===== src/rtl/ad9122_tx_sequencer_if.sv =====
// Handshake/data bundle between the TX DSP chain, the sequencer and the DDR/LVDS stage.
// The slave modport is the sequencer's view; the master modport is the driving side.
interface ad9122_tx_sequencer_if #(
    parameter int WIDTH = 16
);
    logic             enable;
    logic             resync;
    logic [WIDTH-1:0] tx_i;
    logic [WIDTH-1:0] tx_q;
    logic             tx_strobe;
    logic             test_mode;
    logic [WIDTH-1:0] dac_a;
    logic [WIDTH-1:0] dac_b;
    logic             frame_d1;
    logic             frame_d2;
    logic             running;
    logic [15:0]      underrun_cnt;

    modport master (
        output enable, resync, tx_i, tx_q, tx_strobe, test_mode,
        input  dac_a, dac_b, frame_d1, frame_d2, running, underrun_cnt
    );

    modport slave (
        input  enable, resync, tx_i, tx_q, tx_strobe, test_mode,
        output dac_a, dac_b, frame_d1, frame_d2, running, underrun_cnt
    );
endinterface


===== src/rtl/ad9122_tx_sequencer.sv =====
// AD9122 TX sequencer: midscale settle, FRAME pulse to reset the DAC FIFO, then I/Q streaming with underrun count.
// Optional ramp test source built in with `define AD9122_TESTPAT_EN (test_mode selects it during RUN).
module ad9122_tx_sequencer #(
    parameter int WIDTH         = 16,
    parameter int SETTLE_CYCLES = 64,
    parameter int FRAME_CYCLES  = 4
) (
    input  logic                         clk,
    input  logic                         rst,
    ad9122_tx_sequencer_if.slave         bus
);
    typedef enum logic [1:0] {IDLE, SETTLE, FRAME, RUN} state_t;

    localparam logic [15:0] SETTLE_LOAD = 16'(SETTLE_CYCLES - 1);
    localparam logic [15:0] FRAME_LOAD  = 16'(FRAME_CYCLES - 1);

    state_t           state_q, state_d;
    logic [15:0]      cnt_q, cnt_d;
    logic [WIDTH-1:0] dac_a_q, dac_a_d;
    logic [WIDTH-1:0] dac_b_q, dac_b_d;
    logic             frame_q, frame_d;
    logic             running_q, running_d;
    logic [15:0]      underrun_q, underrun_d;
    logic             test_active;

`ifdef AD9122_TESTPAT_EN
    logic [WIDTH-1:0] ramp_q, ramp_d;
    logic             settle_entry;
`else
    logic             unused_test_mode;
    assign unused_test_mode = bus.test_mode;
`endif

    always_comb begin
        state_d = state_q;
        cnt_d   = cnt_q;
        if (!bus.enable) begin
            state_d = IDLE;
            cnt_d   = '0;
        end else begin
            case (state_q)
                IDLE: begin
                    state_d = SETTLE;
                    cnt_d   = SETTLE_LOAD;
                end
                SETTLE: begin
                    if (bus.resync) begin
                        cnt_d = SETTLE_LOAD;
                    end else if (cnt_q == 16'd0) begin
                        state_d = FRAME;
                        cnt_d   = FRAME_LOAD;
                    end else begin
                        cnt_d = cnt_q - 16'd1;
                    end
                end
                FRAME: begin
                    if (bus.resync) begin
                        state_d = SETTLE;
                        cnt_d   = SETTLE_LOAD;
                    end else if (cnt_q == 16'd0) begin
                        state_d = RUN;
                        cnt_d   = '0;
                    end else begin
                        cnt_d = cnt_q - 16'd1;
                    end
                end
                RUN: begin
                    if (bus.resync) begin
                        state_d = SETTLE;
                        cnt_d   = SETTLE_LOAD;
                    end
                end
                default: begin
                    state_d = IDLE;
                    cnt_d   = '0;
                end
            endcase
        end
    end

    // Output flops follow the next state so each indicator lines up with the state it reports.
    always_comb begin
        frame_d    = (state_d == FRAME);
        running_d  = (state_d == RUN);
        dac_a_d    = '0;
        dac_b_d    = '0;
        underrun_d = underrun_q;
`ifdef AD9122_TESTPAT_EN
        test_active  = bus.test_mode;
        settle_entry = (state_d == SETTLE) && ((state_q != SETTLE) || bus.resync);
        ramp_d       = ramp_q;
        if (settle_entry) begin
            ramp_d = '0;
        end else if (state_d == RUN) begin
            ramp_d = ramp_q + 1'b1;
        end
`else
        test_active = 1'b0;
`endif
        if (state_d == RUN) begin
            if (test_active) begin
`ifdef AD9122_TESTPAT_EN
                dac_a_d = ramp_q;
                dac_b_d = ~ramp_q;
`endif
            end else if (bus.tx_strobe) begin
                dac_a_d = bus.tx_i;
                dac_b_d = bus.tx_q;
            end else if (underrun_q != 16'hFFFF) begin
                underrun_d = underrun_q + 16'd1;
            end
        end
    end

    always_ff @(posedge clk) begin
        if (rst) begin
            state_q    <= IDLE;
            cnt_q      <= '0;
            dac_a_q    <= '0;
            dac_b_q    <= '0;
            frame_q    <= 1'b0;
            running_q  <= 1'b0;
            underrun_q <= '0;
`ifdef AD9122_TESTPAT_EN
            ramp_q     <= '0;
`endif
        end else begin
            state_q    <= state_d;
            cnt_q      <= cnt_d;
            dac_a_q    <= dac_a_d;
            dac_b_q    <= dac_b_d;
            frame_q    <= frame_d;
            running_q  <= running_d;
            underrun_q <= underrun_d;
`ifdef AD9122_TESTPAT_EN
            ramp_q     <= ramp_d;
`endif
        end
    end

    assign bus.dac_a        = dac_a_q;
    assign bus.dac_b        = dac_b_q;
    assign bus.frame_d1     = frame_q;
    assign bus.frame_d2     = frame_q;
    assign bus.running      = running_q;
    assign bus.underrun_cnt = underrun_q;
endmodule

===== src/flat_wrapper.sv =====
// flat-port wrapper written by rule: the top's interface ports become plain ports
module ad9122_tx_sequencer_flat 
#(
    parameter int WIDTH         = 16,
    parameter int SETTLE_CYCLES = 64,
    parameter int FRAME_CYCLES  = 4
)
  (clk, rst, bus_enable, bus_resync, bus_tx_i, bus_tx_q, bus_tx_strobe, bus_test_mode, bus_dac_a, bus_dac_b, bus_frame_d1, bus_frame_d2, bus_running, bus_underrun_cnt);
  ad9122_tx_sequencer_if #(.WIDTH(WIDTH)) bus_i ();
  input  logic clk;
  input  logic rst;
  input wire logic [$bits(bus_i.enable)-1:0] bus_enable;
  input wire logic [$bits(bus_i.resync)-1:0] bus_resync;
  input wire logic [$bits(bus_i.tx_i)-1:0] bus_tx_i;
  input wire logic [$bits(bus_i.tx_q)-1:0] bus_tx_q;
  input wire logic [$bits(bus_i.tx_strobe)-1:0] bus_tx_strobe;
  input wire logic [$bits(bus_i.test_mode)-1:0] bus_test_mode;
  output wire logic [$bits(bus_i.dac_a)-1:0] bus_dac_a;
  output wire logic [$bits(bus_i.dac_b)-1:0] bus_dac_b;
  output wire logic [$bits(bus_i.frame_d1)-1:0] bus_frame_d1;
  output wire logic [$bits(bus_i.frame_d2)-1:0] bus_frame_d2;
  output wire logic [$bits(bus_i.running)-1:0] bus_running;
  output wire logic [$bits(bus_i.underrun_cnt)-1:0] bus_underrun_cnt;
  assign bus_i.enable = bus_enable;
  assign bus_i.resync = bus_resync;
  assign bus_i.tx_i = bus_tx_i;
  assign bus_i.tx_q = bus_tx_q;
  assign bus_i.tx_strobe = bus_tx_strobe;
  assign bus_i.test_mode = bus_test_mode;
  assign bus_dac_a = bus_i.dac_a;
  assign bus_dac_b = bus_i.dac_b;
  assign bus_frame_d1 = bus_i.frame_d1;
  assign bus_frame_d2 = bus_i.frame_d2;
  assign bus_running = bus_i.running;
  assign bus_underrun_cnt = bus_i.underrun_cnt;
  ad9122_tx_sequencer #(.WIDTH(WIDTH), .SETTLE_CYCLES(SETTLE_CYCLES), .FRAME_CYCLES(FRAME_CYCLES)) u_core (.clk(clk), .rst(rst), .bus(bus_i));
endmodule

===== config.mk =====
export PLATFORM = sky130hd
export DESIGN_NAME = ad9122_tx_sequencer_flat
export DESIGN_NICKNAME = d
export VERILOG_FILES = /design/src/rtl/ad9122_tx_sequencer_if.sv /design/src/rtl/ad9122_tx_sequencer.sv /design/src/flat_wrapper.sv
export SDC_FILE = /design/constraint.sdc
export NUM_CORES = 1
export LEC_CHECK = 0
export BUFFER_PORTS_ARGS = -buffer_cell sky130_fd_sc_hd__buf_2
export CORE_UTILIZATION = 35
export CTS_BUF_LIST = sky130_fd_sc_hd__clkbuf_4 sky130_fd_sc_hd__clkbuf_8 sky130_fd_sc_hd__clkbuf_16
export DETAILED_ROUTE_END_ITERATION = 10
export GPL_ROUTABILITY_DRIVEN = 0
export GPL_TIMING_DRIVEN = 0
export PLACE_DENSITY = 0.7
export SLEW_MARGIN = 40
export SYNTH_ARGS = -nofsm -noshare
export SYNTH_HDL_FRONTEND = slang
export SYNTH_SLANG_ARGS = --single-unit

===== constraint.sdc =====
create_clock -name clk -period 2.4 [get_ports clk]
set_input_delay 0.12 -clock clk [delete_from_list [all_inputs] [get_ports clk]]
set_output_delay 0.12 -clock clk [all_outputs]
set_load 0.01 [all_outputs]

==> Yosys cells after proc, flatten, opt, wreduce, memory -nomap -nowiden <==
Index checks and enable logic that the tools add are counted.
{ "word_totals": {"register_bits": 68, "latchBits": 0, "ramBits": 0, "mem_bits_ro": 0, "inputBits": 38, "output_inout_bits": 51, "wordCells": 37, "n_memories": 0} }
{ "classes": {"add_sub_neg": 2, "n_mul": 0, "div": 0, "magnitude_cmp": 0, "eq_ne": 7, "shifts": 0, "n_mux": 13, "bitwise": 3, "n_reduce_logical": 5} }
{ "op_table": {"columns": ["op", "n"], "rows": [
  ["16-bit two-way mux", 5],
  ["16-bit case mux with 4 select lines", 1],
  ["16-bit by 1-bit adder with 16-bit output, second input constant", 1],
  ["16-bit logical NOT", 1],
  ["16-bit != test, second input constant", 1],
  ["16-bit by 1-bit subtractor with 16-bit output, second input constant", 1],
  ["2-bit two-way mux", 6],
  ["2-bit equality test, second input constant", 4],
  ["2-bit case mux with 4 select lines", 1],
  ["1-bit inverter", 3],
  ["3-bit AND reduction", 1],
  ["3-bit OR reduction", 1],
  ["2-bit by 1-bit equality test with 1-bit output, second input constant", 1],
  ["2-bit logical NOT", 1],
  ["2-bit != test, second input constant", 1],
  ["2-bit OR reduction", 1]
]} }

==> Longest topological paths before layout <==
Gate-level depths: netlist (run 1).
{ "depth": {"word_depth": 8, "depth_mapped": 10, "mapped_depth_nobuf": 8} }

==> Least setup slack after synthesis (run 1) <==
No wires, ideal clock.
{ "synth_path": {"path_type": "reg2reg", "startpoint": "register u_core.cnt_q[0]", "endpoint": "register u_core.underrun_q[13] (netlist: u_core.bus.underrun_cnt[13])", "setup_time_ps": 121, "arrival_ps": 2208, "required_ps": 2279, "path_slack_ps": 71, "stages_incl_launch_ff": 10, "n_path_buf": 1, "period_less_slack_ps": 2329, "path_cell_list": "dfxtp_1 inv_1 ha_1 nor4b_2 nand4_4 a221oi_2 nand4_1 buf_2 nor4_1 mux2_2"} }
{ "synth_between": {"elab_chain_cells": 7, "elab_cells_between_ends": 9, "cone_classes": "eq/ne (1); mux (6); reduce/logical (2)"} }
{ "synth_rtl": {"columns": ["element", "line", "rtl"], "rows": [
  ["start, declared", "ad9122_tx_sequencer.sv:18", "logic [15:0] cnt_q, cnt_d;"],
  ["start signal, assigned", "ad9122_tx_sequencer.sv:129", "cnt_q <= cnt_d;"],
  ["16-bit logical NOT *", "ad9122_tx_sequencer.sv:49, ad9122_tx_sequencer.sv:60", null],
  ["2-bit two-way mux, on equally long branches", "ad9122_tx_sequencer.sv:60, ad9122_tx_sequencer.sv:49", null],
  ["2-bit two-way mux, on equally long branches", "ad9122_tx_sequencer.sv:57, ad9122_tx_sequencer.sv:47", null],
  ["2-bit case mux with 4 select lines *", "ad9122_tx_sequencer.sv:41", "case (state_q)"],
  ["2-bit two-way mux *", "ad9122_tx_sequencer.sv:37", "if (!bus.enable) begin"],
  ["2-bit equality test *", "ad9122_tx_sequencer.sv:100", "if (state_d == RUN) begin"],
  ["3-bit AND reduction (no line) *", null, null],
  ["end signal, assigned", "ad9122_tx_sequencer.sv:134", "underrun_q <= underrun_d;"],
  ["end, declared", "ad9122_tx_sequencer.sv:23", "logic [15:0] underrun_q, underrun_d;"]
]} }
Every way passes the cells marked *; elsewhere a longest branch is shown, timed or not.
A chain may end at the register's enable or synchronous reset.

==> Final worst setup path (run 1) <==
{ "layout_path": {"startpoint": "register u_core.cnt_q[0]", "endpoint": "register u_core.underrun_q[7] (netlist: u_core.bus.underrun_cnt[7])"} }
Same word-level chain as after synthesis.

==> implementation parameters, run 1 <==
Parameter                              Value

Status
  Status    finished, violations left
  Failing checks    negative setup slack

Clock tree
  Clock buffers created by TritonCTS    9
  Number of buffers between clock root and the deepest sink    2
  Clock Root Buffer    sky130_fd_sc_hd__clkbuf_8
  Clock tree from TritonCTS    yes
  Reg clk slew, reported paths    0.07 ns
  H-tree depth    3
  Clock net sink count    between 60 and 70
  Latest clock arrival within the worst-skew pair    between 0.3 and 0.4 ns

Floorplanning
  Number of core rows    32
  Ports placed on the boundary    89
  Die H    slightly above 90 um
  Starting Density    0.359
  Core region area    roughly 7700 um2
  Area enclosed by the die boundary    between 8000 and 9000 um2
  Width of the chip    90.8 um

Route
  Routed via count divided by cell count    around 4.8
  Detailed-route via count    ~2.6k
  Detailed-routing iteration count for the pre-antenna-repair pass    4
  Overall routed net length    ~7200 um
  Residual DRC    0
  Number of nets still failing antenna checks after routing    0
  Initial drt markers    144
  Detailed-route wire length per cell    roughly 13 um

STA
  Final setup viols    1
  Achievable clock frequency    between 400 and 500 MHz
  Clock skew after layout    0.00433 ns
  Max-slew violation count    0
  Setup WS post-layout    -0.000954 ns
  Unrepaired setup endpoints after global routing    true
  Worst-Margin Slew    between 0.5 and 0.6 ns
  Worst max-slew margin expressed relative to the limit    0.652
  Share of the clock period used by the worst path    1.00
  Final worst path period need    2.40 ns
  Final number of hold-violating endpoints    0

Synthesis
  Primary FF master, synth    sky130_fd_sc_hd__dfxtp_1
  Main combinational cell family by area after synthesis    simple AND/OR/NAND/NOR gates
  Sequential share of the synthesized area    0.493
  Post-synth top area cell    sky130_fd_sc_hd__dfxtp_1
  Synthesized-area fraction occupied by ao, oa, aoi and oai cells    0.115
  Yosys cell types    41
  Synthesized area per cell    just over 9 um2
  Syn Inst Count    296
  Area share of the largest cell type after synthesis    0.493
  Cells taking the most area after synthesis    sky130_fd_sc_hd__dfxtp_1 (49%), sky130_fd_sc_hd__and2_1 (7.7%), sky130_fd_sc_hd__a21oi_1 (4.4%)
  Synth Area in Simple Gates    0.287
  Share of synthesized cell area in full adder, half adder and majority cells    0.0317
  Post-synthesis sequential element count    slightly below 70
  Portion of netlist area occupied by mux cells    0.00771
  Syn nets    around 340
  Warnings, synthesis    0
  Post-synth ARST share    0
  Synthesized-area fraction occupied by xor and xnor cells    0.0317
  Post-synth EDFFs    0
  Area of the mapped netlist    between 2000 and 3000 um2

Placed design
  Placed cell count    between 400 and 500
  Post-DP HPWL    roughly 4300 um
  Port-buffer cells    86

Worst setup path
  Element type at the critical path end    flop
  Arrival time of the worst setup path    approximately 2.7 ns
  Largest fanout on the critical path    5
  Setup slack of the worst register-to-register path    -0.001 ns
  Startpoint Class    flop
  Critical setup path kind    reg -> reg
  Worst Path Required    2.67 ns

Power and ir drop
  Logic gate share of total power    0.087
  Design internal power    roughly 0.0020 W
  Net switching power of the design    0.000564 W
  Fraction of power spent switching nets    0.224
  Worst IR drop on VDD    around 0.00053 V
  Power Dens Cells    approximately 600 nW/um2
  Static power due to leakage    1.83 nW
  Part of the total power dissipated in the clock network    0.457
  Sequential Power Share    0.457

Job
  # Max-Cap Violations    0

Layout
  Area growth from synthesis to layout    51.9%
  Non-Filler Instances    between 500 and 600
  Final cell utilization of the core    0.545
  Number of antenna cells inserted    0
  Share of final-layout standard cells stronger than drive strength 1    0.354
  Filler Cells Inserted    ~640
  Total Nets Final    about 480

Hold path
  Worst min-delay path category    in -> reg

GRT
  M3 GR Usage    0.0387
  Overall fraction of global-route tracks in use    0.176
  Met1 capacity usage during global routing    0.201
  Layer with the highest usage    met2
  Antenna violations before repair    0
  Wire length of the first global-routing pass    around 12,000 um
  Overflow left after global routing    0
  Global-route track usage on met2    0.297
  Number of global-route vias before repair    ~2.6k
  Pin count of the biggest net entering global routing    14
[worst max-delay path: stages, from the launching register on]
cell                       delay, ns
sky130_fd_sc_hd__dfxtp_4        0.36
sky130_fd_sc_hd__inv_4          0.06
sky130_fd_sc_hd__ha_4           0.12
sky130_fd_sc_hd__nor4b_4        0.25
sky130_fd_sc_hd__nand4_4        0.18
sky130_fd_sc_hd__a221oi_4       0.32
sky130_fd_sc_hd__nand4_1        0.24
sky130_fd_sc_hd__buf_6          0.21
sky130_fd_sc_hd__or4_4          0.48
sky130_fd_sc_hd__a21oi_2        0.12
[repair_timing]
item,4_1_cts,5_1_grt
endpoints found under the setup margin,46,46
pin swaps,5,15
gates cloned,1,0
gates resized for setup,23,39
setup buffers,5,6
hold endpoints to repair,33,0
hold buffers,33,0
[path summary, 6_finish.rpt]
kind         depth (start not counted)                        start                          end
max                                  9              u_core.cnt_q[0]   u_core.bus.underrun_cnt[7]
min                                  2                          rst  u_core.bus.underrun_cnt[15]
max reg2reg                          9              u_core.cnt_q[0]   u_core.bus.underrun_cnt[7]
min reg2reg                          2  u_core.bus.underrun_cnt[14]  u_core.bus.underrun_cnt[14]
[area by class of cell]
type | count | area [um2] | share of cell area
multi-input combinational | 205 | 1460 | 0.349
sequential | 68 | 1380 | 0.328
timing repair buffer | 131 | 855 | 0.204
tap | 102 | 128 | 0.0305
clock buffer | 9 | 124 | 0.0296
clock inverter | 7 | 124 | 0.0296
buffer | 13 | 78.8 | 0.0188
inverter | 10 | 45.0 | 0.0107
[cell families after synthesis]
logic type      count (synthesis)
xor+xnor                       10
compound gates                 53
buf+inv                        23
fa+ha+maj                       7
mux                             2
flops                          68
simple gates                  133
[power by group through the flow]
stage | Sequential (W) | Combinational [W] | Clock, W
6_report | 0.00115 | 0.000218 | 0.00115
5_1_grt | 0.00115 | 0.000240 | 0.00121
4_1_cts | 0.00115 | 0.000202 | 0.00117
3_5_place_dp | 0.00117 | 0.000142 | 0
3_3_place_gp | 0.00117 | 0.000139 | 0
2_1_floorplan | 0.00117 | 0.0000957 | 0
[placed cells by master, fill, tap and decap left out, types with 4 or more instances in the layout]
cell type and n:
sky130_fd_sc_hd__ha_4 4, sky130_fd_sc_hd__clkbuf_1 5, sky130_fd_sc_hd__nand2_1 16, sky130_fd_sc_hd__nand3_1 8, sky130_fd_sc_hd__and3_1 4, sky130_fd_sc_hd__nor2_1 22, sky130_fd_sc_hd__dfxtp_1 63, sky130_fd_sc_hd__a21oi_2 5
sky130_fd_sc_hd__dlygate4sd3_1 33, sky130_fd_sc_hd__or4_4 4, sky130_fd_sc_hd__nor3_1 9, sky130_fd_sc_hd__o21ai_0 12, sky130_fd_sc_hd__a21oi_1 19, sky130_fd_sc_hd__or3_1 8, sky130_fd_sc_hd__inv_1 6, sky130_fd_sc_hd__and2_1 34
sky130_fd_sc_hd__nand4_1 4, sky130_fd_sc_hd__o31ai_1 8, sky130_fd_sc_hd__clkbuf_8 9, sky130_fd_sc_hd__buf_2 86, sky130_fd_sc_hd__xor2_1 4, sky130_fd_sc_hd__buf_6 4, sky130_fd_sc_hd__buf_4 12, sky130_fd_sc_hd__xnor2_1 6
[stage by stage]
stage          instance area (um2)    TNS, ns  total power, W  setup WS [ns]  hold slack (ns)
2_1_floorplan                 2760          0         0.00127         0.0710            0.226
3_3_place_gp                  3320      -6.06         0.00131         -0.234            0.319
3_5_place_dp                  3320      -8.30         0.00131         -0.251            0.322
4_1_cts                       4020          0         0.00252        0.00155            0.184
5_1_grt                       4190     -0.853         0.00260         -0.102            0.238
6_report                      4190  -0.000954         0.00252      -0.000954            0.216
[layer usage]
layer / up-vias / routed length (um)
li1: 1323 / -
met1: 1215 / 3110
met2: 84 / 3520
met3: 17 / 392
met4: 0 / 206
met5: - / 0
[synthesized netlist by cell type, types with 6 or more instances]
master                     count
sky130_fd_sc_hd__xnor2_1       6
sky130_fd_sc_hd__nor3_1        9
sky130_fd_sc_hd__ha_1          7
sky130_fd_sc_hd__clkbuf_1      9
sky130_fd_sc_hd__or3_1         9
sky130_fd_sc_hd__inv_1        10
sky130_fd_sc_hd__and2_1       34
sky130_fd_sc_hd__nor2_1       22
sky130_fd_sc_hd__a21oi_1      24
sky130_fd_sc_hd__dfxtp_1      68
sky130_fd_sc_hd__nand3_1       8
sky130_fd_sc_hd__o31ai_1       8
sky130_fd_sc_hd__nand2_1      16
sky130_fd_sc_hd__or4_1         7
sky130_fd_sc_hd__o21ai_0      13
[flip-flops by register name (all words and copies together) (netlist names)]
name                     count
u_core.state_q               2
u_core.bus.running           1
u_core.cnt_q                16
u_core.bus.underrun_cnt     16
u_core.bus.dac_b            16
u_core.bus.frame_d1          1
u_core.bus.dac_a            16
(Power assumes the default switching activity.)
==> inputs of run 2 (changes only) <==
- ABC_AREA: default -> 1
- PLACE_DENSITY: 0.7 -> 0.69
==> run 2 against run 1 <==
  * The flow now finishes without violations
  * Worst hold slack lost 0.21 ns
  * Die area is 13% higher
  * Register-to-register slack gained 0.42 ns
  * Final area down 4.2%
  * Sequential power is essentially flat
  * Global-route usage down 1.9 points
  * Largest power group unchanged
  * Synthesized area up 13%
  * Maximum frequency rose by 21%
  * Via count rose by 8.8%
  * Count of clock-buffer cells in the layout is 1 higher
  * Combinational power decreased by 13%
  * Cell count increased by 15%
==> implementation parameters, run 2 <==
Parameter                              Value

Floorplanning
  Starting Density    0.359
  Area enclosed by the die boundary    approximately 9300 um2
  Ports placed on the boundary    between 80 and 90
  Number of core rows    34
  Width of the chip    around 96 um
  Die H    96.3 um
  Core region area    slightly below 9000 um2

Synthesis
  Area of the mapped netlist    3110 um2
  Sequential share of the synthesized area    0.437
  Post-synthesis sequential element count    around 70
  Cells taking the most area after synthesis    sky130_fd_sc_hd__dfxtp_1 (44%), sky130_fd_sc_hd__nand2_1 (7.6%), sky130_fd_sc_hd__inv_1 (7.0%)
  Library cell with the highest instance count after synthesis    sky130_fd_sc_hd__dfxtp_1
  Post-synth top area cell    sky130_fd_sc_hd__dfxtp_1
  Warnings, synthesis    0
  Syn Inst Count    between 400 and 500
  Area share of the largest cell type after synthesis    0.437
  Primary FF master, synth    sky130_fd_sc_hd__dfxtp_1
  Synth top cells by count    sky130_fd_sc_hd__dfxtp_1 (68), sky130_fd_sc_hd__nand2_1 (63), sky130_fd_sc_hd__inv_1 (58)
  Syn nets    450
  Synthesized area per cell    between 7 and 8 um2
  Yosys cell types    28
  Post-synth ARST share    0
  Post-synth EDFFs    0

Worst setup path
  Start point of the critical path    u_core.bus.underrun_cnt[0]
  Cells traversed along the worst timing path    ha_1 > nand2_1 > nor3_1 > a31oi_1 > nand2_2 > inv_2 > nand2_4 > buf_4 > nand2_1 > a21oi_1
  Worst R2R Start    u_core.bus.underrun_cnt[0]
  Largest stage delay, worst path    around 0.42 ns
  Largest fanout on the critical path    10
  Startpoint Class    flop
  Slowest CP cell    sky130_fd_sc_hd__dfxtp_1
  Critical setup path kind    reg -> reg
  Most used cell, CP    sky130_fd_sc_hd__nand2_1
  Arrival time of the worst setup path    approximately 2.2 ns
  Setup slack of the worst register-to-register path    around 0.42 ns
  Element type at the critical path end    flop
  Worst Path Required    about 2.7 ns

Route
  Detailed-route wire length per cell    11.1 um
  Initial drt markers    91
  Routed via count divided by cell count    between 4 and 5
  Detailed-route via count    approximately 2.9k
  Residual DRC    0
  Overall routed net length    7010 um
  Number of nets still failing antenna checks after routing    0
  Detailed-routing iteration count for the pre-antenna-repair pass    4

Clock tree
  Gates resized, CTS repair    0
  Clock Root Buffer    sky130_fd_sc_hd__clkbuf_8
  H-tree depth    3
  Clock net sink count    68
  CTS hold repair buffers    15
  Reg clk slew, reported paths    roughly 0.080 ns
  Clock tree from TritonCTS    yes
  Number of buffers between clock root and the deepest sink    2
  Latest clock arrival within the worst-skew pair    approximately 0.33 ns
  Clock buffers created by TritonCTS    9
  Total setup buffers inserted after CTS    0

GRT
  Antenna violations before repair    0
  Overflow left after global routing    0
  Layer with the highest usage    met2
  Overall fraction of global-route tracks in use    0.157
  Wire length of the first global-routing pass    around 11,000 um
  Global-route track usage on met2    0.263
  Pin count of the biggest net entering global routing    12
  Met1 capacity usage during global routing    0.200
  Number of global-route vias before repair    between 2k and 3k
  M3 GR Usage    0.0363

Layout
  Most used cells in the layout excluding fill and tap cells    sky130_fd_sc_hd__buf_2 (86), sky130_fd_sc_hd__dfxtp_1 (68), sky130_fd_sc_hd__nand2_1 (63)
  Number of antenna cells inserted    0
  Most frequent standard cell in the layout excluding fill and tap cells    sky130_fd_sc_hd__buf_2
  Share of final-layout standard cells stronger than drive strength 1    0.298
  Area growth from synthesis to layout    28.9%
  Filler Cells Inserted    roughly 880
  Final cell utilization of the core    0.463
  Total Nets Final    562

Status
  Status    complete, no violations

STA
  Max-slew violation count    0
  Setup WS post-layout    roughly 0.42 ns
  Unrepaired setup endpoints after global routing    false
  Worst max-slew margin expressed relative to the limit    0.660
  Share of the clock period used by the worst path    0.824
  Sum of negative setup slack    0 ns
  Final number of hold-violating endpoints    0
  Clock skew after layout    0.0135 ns
  Achievable clock frequency    506 MHz
  Final setup viols    0
  Final worst path period need    about 2.0 ns
  Worst-Margin Slew    approximately 0.51 ns

Hold path
  Worst min-delay path category    in -> reg
  Hold path startpoint    bus_tx_i[8]

Power and ir drop
  Sequential Power Share    0.508
  Static power due to leakage    just under 2 nW
  Logic gate share of total power    0.084
  Fraction of power spent switching nets    0.243
  Power Dens Cells    561 nW/um2
  Part of the total power dissipated in the clock network    0.408
  Total design power    0.00225 W
  Net switching power of the design    about 0.00055 W
  Worst IR drop on VDD    0.000320 V
  Design internal power    roughly 0.0017 W

Placed design
  Post-DP HPWL    ~5000 um
  Port-buffer cells    86
  Dpl ws    0.439 ns

Job
  # Max-Cap Violations    0
-- run 2: cell count changes after synthesis, moves of 8 or more --
cell                      previous run  this run
sky130_fd_sc_hd__xor2_1              4        19
sky130_fd_sc_hd__o31ai_1             8         0
sky130_fd_sc_hd__nor2_2              0        34
sky130_fd_sc_hd__inv_1              10        58
sky130_fd_sc_hd__nand3_1             8        26
sky130_fd_sc_hd__nand2_1            16        63
sky130_fd_sc_hd__or3_1               9         0
sky130_fd_sc_hd__and2_1             34         1
sky130_fd_sc_hd__nor2_1             22        48
-- run 2: final timing paths --
| kind | to | cells after the start |
|---|---|---|
| worst max register to register | u_core.bus.underrun_cnt[7] | 10 |
| worst min-delay path | u_core.bus.dac_a[8] | 3 |
| worst min register to register | u_core.cnt_q[11] | 2 |
| worst max-delay path | u_core.bus.underrun_cnt[7] | 10 |
-- run 2: final cells by class --
class	count	area (um2)	share of cell area
Timing Repair Buffer	101	581	0.145
Multi-Input combinational cell	268	1450	0.362
Clock inverter	5	53.8	0.0134
Buffer	10	78.8	0.0196
Sequential cell	68	1360	0.339
Inverter	59	221	0.0552
Clock buffer	10	131	0.0327
Tap cell	108	135	0.0337
-- run 2: cell families (layout without fill, tap and decap cells) --
kind of cell | Yosys count | after routing | share of synthesized area
and+or+nand+nor | 199 | 199 | 0.305
buffers and inverters | 69 | 185 | 0.0964
DFF | 68 | 68 | 0.437
AOI/OAI and AO/OA | 38 | 38 | 0.0659
xor gates and xnor gates | 24 | 24 | 0.0675
adders and majority gates | 7 | 7 | 0.0281
-- run 2: layer usage --
layer,vias to the layer above,share of wire
li1,1474,-
met1,1330,0.46
met2,59,0.49
met3,8,0.040
met4,0,0.0093
met5,-,0
-- run 2: power by group through the flow --
stage / Clock (W) / Combinational [W] / Sequential, W
4_1_cts: 0.000936 / 0.000187 / 0.00114
6_report: 0.000918 / 0.000189 / 0.00114
3_5_place_dp: 0 / 0.000167 / 0.00117
2_1_floorplan: 0 / 0.000117 / 0.00117
5_1_grt: 0.000987 / 0.000216 / 0.00115
3_3_place_gp: 0 / 0.000165 / 0.00117
-- run 2: through the flow --
step                      hold WS, ns  area [um2]  cells
after floorplan                 0.232        3110    405
after global placement          0.341        3680    599
after detailed placement        0.344        3680    599
after CTS                    0.000134        4020    629
after global routing          0.00525        4020    629
final                         0.00360        4020    629
-- run 2: worst max-delay path, delay by kind of cell, from the launching register on --
family	cells	cell delay, ns
and+or+nand+nor	5	0.71
DFF	1	0.42
AOI/OAI and AO/OA	2	0.29
buffers and inverters	2	0.24
adders and majority gates	1	0.24
==> inputs of run 3 (changes only) <==
- ABC_AREA: 1 -> 0
- PLACE_DENSITY: 0.69 -> 0.7
- clock period: 2.4 -> 1.7 ns (I/O delays scaled with it)
==> run 3 against run 2 <==
  * The run now ends with negative setup slack left
  * Via count is 6.2% lower
  * Setup slack worse by 1.1 ns
  * Non-clock buffer count increased by 33
  * Highest routed layer unchanged
  * Critical path type unchanged
  * Clock power up 53%
  * Sequential power up 42%
  * Core utilization increased by 8.8 points
  * Register-to-register slack worse by 1.1 ns
  * Sequential cell count stayed put
  * Clock skew decreased by 0.0064 ns
==> implementation parameters, run 3 (same netlist as run 1, synthesis figures left out) <==
Parameter                              Value

Layout
  Non-Filler Instances    approximately 550
  Area growth from synthesis to layout    53.4%
  Share of final-layout standard cells stronger than drive strength 1    0.386
  Number of antenna cells inserted    0
  Total Nets Final    slightly below 500
  Most used cells in the layout excluding fill and tap cells    sky130_fd_sc_hd__buf_2 (86), sky130_fd_sc_hd__dfxtp_1 (63), sky130_fd_sc_hd__dlygate4sd3_1 (33)
  Most frequent standard cell in the layout excluding fill and tap cells    sky130_fd_sc_hd__buf_2

Power and ir drop
  Static power due to leakage    between 1.5 and 2 nW
  Design internal power    about 0.0025 W
  Part of the total power dissipated in the clock network    0.420
  Total design power    approximately 0.0033 W
  Sequential Power Share    0.487
  Logic gate share of total power    0.093
  Worst IR drop on VDD    roughly 0.00047 V
  Fraction of power spent switching nets    0.256
  Net switching power of the design    0.000852 W
  Power Dens Cells    about 790 nW/um2

Placed design
  Port-buffer cells    86
  Placed cell count    484
  Post-DP HPWL    4550 um

Route
  Detailed-routing iteration count for the pre-antenna-repair pass    4
  Initial drt markers    just under 100
  Detailed-route wire length per cell    about 13 um
  Routed via count divided by cell count    roughly 4.9
  Residual DRC    0
  Number of nets still failing antenna checks after routing    0
  Overall routed net length    approximately 7200 um
  Detailed-route via count    between 2k and 3k

Clock tree
  Latest clock arrival within the worst-skew pair    approximately 0.36 ns
  Clock net sink count    between 60 and 70
  Number of buffers between clock root and the deepest sink    2
  H-tree depth    3
  Clock tree from TritonCTS    yes
  Reg clk slew, reported paths    approximately 0.080 ns
  Clock buffers created by TritonCTS    9
  Clock Root Buffer    sky130_fd_sc_hd__clkbuf_8

Worst setup path
  Largest fanout on the critical path    10
  Critical setup path kind    reg -> reg
  Largest stage delay, worst path    roughly 0.35 ns
  Crit path buf inv count    2
  Depth of the most critical reg-to-reg path    9
  Worst Path Required    roughly 2.0 ns
  CP top delay family    simple AND/OR/NAND/NOR gates
  Worst R2R Start    u_core.cnt_q[0]
  Setup slack of the worst register-to-register path    -0.64 ns
  Arrival time of the worst setup path    between 2 and 3 ns
  Element type at the critical path end    flop
  Startpoint Class    flop
  Slowest CP cell    sky130_fd_sc_hd__dfxtp_4
  Cells traversed along the worst timing path    inv_2 > ha_4 > nor4b_4 > nand4_4 > a221oi_4 > nand4_1 > buf_6 > nor4_4 > mux2_4
  Worst reg2reg endpoint    u_core.bus.underrun_cnt[13]

STA
  Share of the clock period used by the worst path    1.38
  Sum of negative setup slack    -22.94 ns
  Worst max-slew margin expressed relative to the limit    0.654
  Final worst path period need    roughly 2.3 ns
  Worst-Margin Slew    approximately 0.52 ns
  Max-slew violation count    0
  Unrepaired setup endpoints after global routing    true
  Achievable clock frequency    roughly 430 MHz
  Final number of hold-violating endpoints    0
  Clock skew after layout    a little over 0.007 ns
  Setup WS post-layout    -0.641 ns
  Final setup viols    a little over 60

GRT
  Pin count of the biggest net entering global routing    15
  Overall fraction of global-route tracks in use    0.179
  Wire length of the first global-routing pass    roughly 12,000 um
  Number of global-route vias before repair    approximately 2.6k
  Antenna violations before repair    0
  Overflow left after global routing    0

Status
  Failing checks    negative setup slack
  Status    finished, violations left

Floorplanning
  Ports placed on the boundary    between 80 and 90
  Die H    between 90 and 100 um
  Core region area    around 7700 um2
  Starting Density    0.359
  Width of the chip    slightly above 90 um
  Area enclosed by the die boundary    between 8000 and 9000 um2
  Number of core rows    32

Hold path
  Hold path startpoint    rst
  Cells on Worst Hold Path    2
  Destination of the worst hold path    u_core.bus.underrun_cnt[4]
  Worst min-delay path category    in -> reg

Job
  # Max-Cap Violations    0
## run 3: cell count changes in the layout (fill, tap and decap cells not counted), moves of 15 or more
cell                            change
sky130_fd_sc_hd__nor2_2            -33
sky130_fd_sc_hd__dlygate4sd3_1     +18
sky130_fd_sc_hd__nand3_1           -19
sky130_fd_sc_hd__nand2_1           -47
sky130_fd_sc_hd__nor2_1            -27
sky130_fd_sc_hd__and2_1            +27
sky130_fd_sc_hd__xor2_1            -15
sky130_fd_sc_hd__inv_1             -52
## run 3: worst max-delay path by stage
stage / depth (start not counted) / slack (ns) / endpoint / startpoint
finish: 9 / -0.64 / u_core.bus.underrun_cnt[13] / u_core.cnt_q[0]
detailed placement: 8 / -0.81 / u_core.bus.underrun_cnt[13] / u_core.state_q[0]
floorplan: 9 / -0.47 / u_core.bus.underrun_cnt[13] / u_core.cnt_q[1]
global placement: 8 / -0.75 / u_core.bus.underrun_cnt[13] / u_core.state_q[0]
CTS: 9 / -0.64 / u_core.bus.underrun_cnt[13] / u_core.cnt_q[0]
global route: 9 / -0.74 / u_core.bus.underrun_cnt[13] / u_core.cnt_q[0]
## run 3: worst register-to-register path, delay by kind of cell (launching register included)
kind	cells	cell delay, ns
compound gates	1	0.29
mux	1	0.32
buf+inv	2	0.25
simple gates	4	0.90
fa+ha+maj	1	0.13
flops	1	0.35
## run 3: area by class of cell
type | instances | area [um2]
Inverter | 10 | 40.0
Timing Repair Buffer | 133 | 888
Tap cell | 102 | 128
Buffer | 11 | 108
Clock buffer | 9 | 124
Clock inverter | 7 | 82.6
Sequential cell | 68 | 1370
Multi-Input combinational cell | 205 | 1490
Fill cell | 678 | 3460
## run 3: per-layer routing
metal  GRT usage  part of all wire
met3      0.0606             0.065
met4      0.0847             0.023
met2       0.302              0.49
met5           0                 0
met1       0.202              0.42
## run 3: repair_timing
item	in CTS	in global routing
setup buffers	10	2
hold buffers	33	0
gates cloned	2	0
endpoints found under the setup margin	62	64
pin swaps	10	1
gates resized for setup	36	23
hold endpoints to repair	33	0
## run 3: power by group through the flow
stage	combinational [W]	sequential (W)	clock [W]
after floorplan	0.000142	0.00165	0
after global placement	0.000208	0.00166	0
after detailed placement	0.000213	0.00166	0
after CTS	0.000297	0.00162	0.00143
after global routing	0.000340	0.00162	0.00149
final	0.000309	0.00162	0.00140
## run 3: metrics by stage
step | hold slack (ns) | setup slack [ns] | utilization | cell area [um2]
3_5_place_dp | 0.294 | -0.811 | 0.441 | 3390
5_1_grt | 0.181 | -0.736 | 0.550 | 4230
6_report | 0.148 | -0.641 | 0.550 | 4230
4_1_cts | 0.129 | -0.637 | 0.541 | 4160
2_1_floorplan | 0.191 | -0.472 | - | 2830
3_3_place_gp | 0.288 | -0.748 | 0.441 | 3390
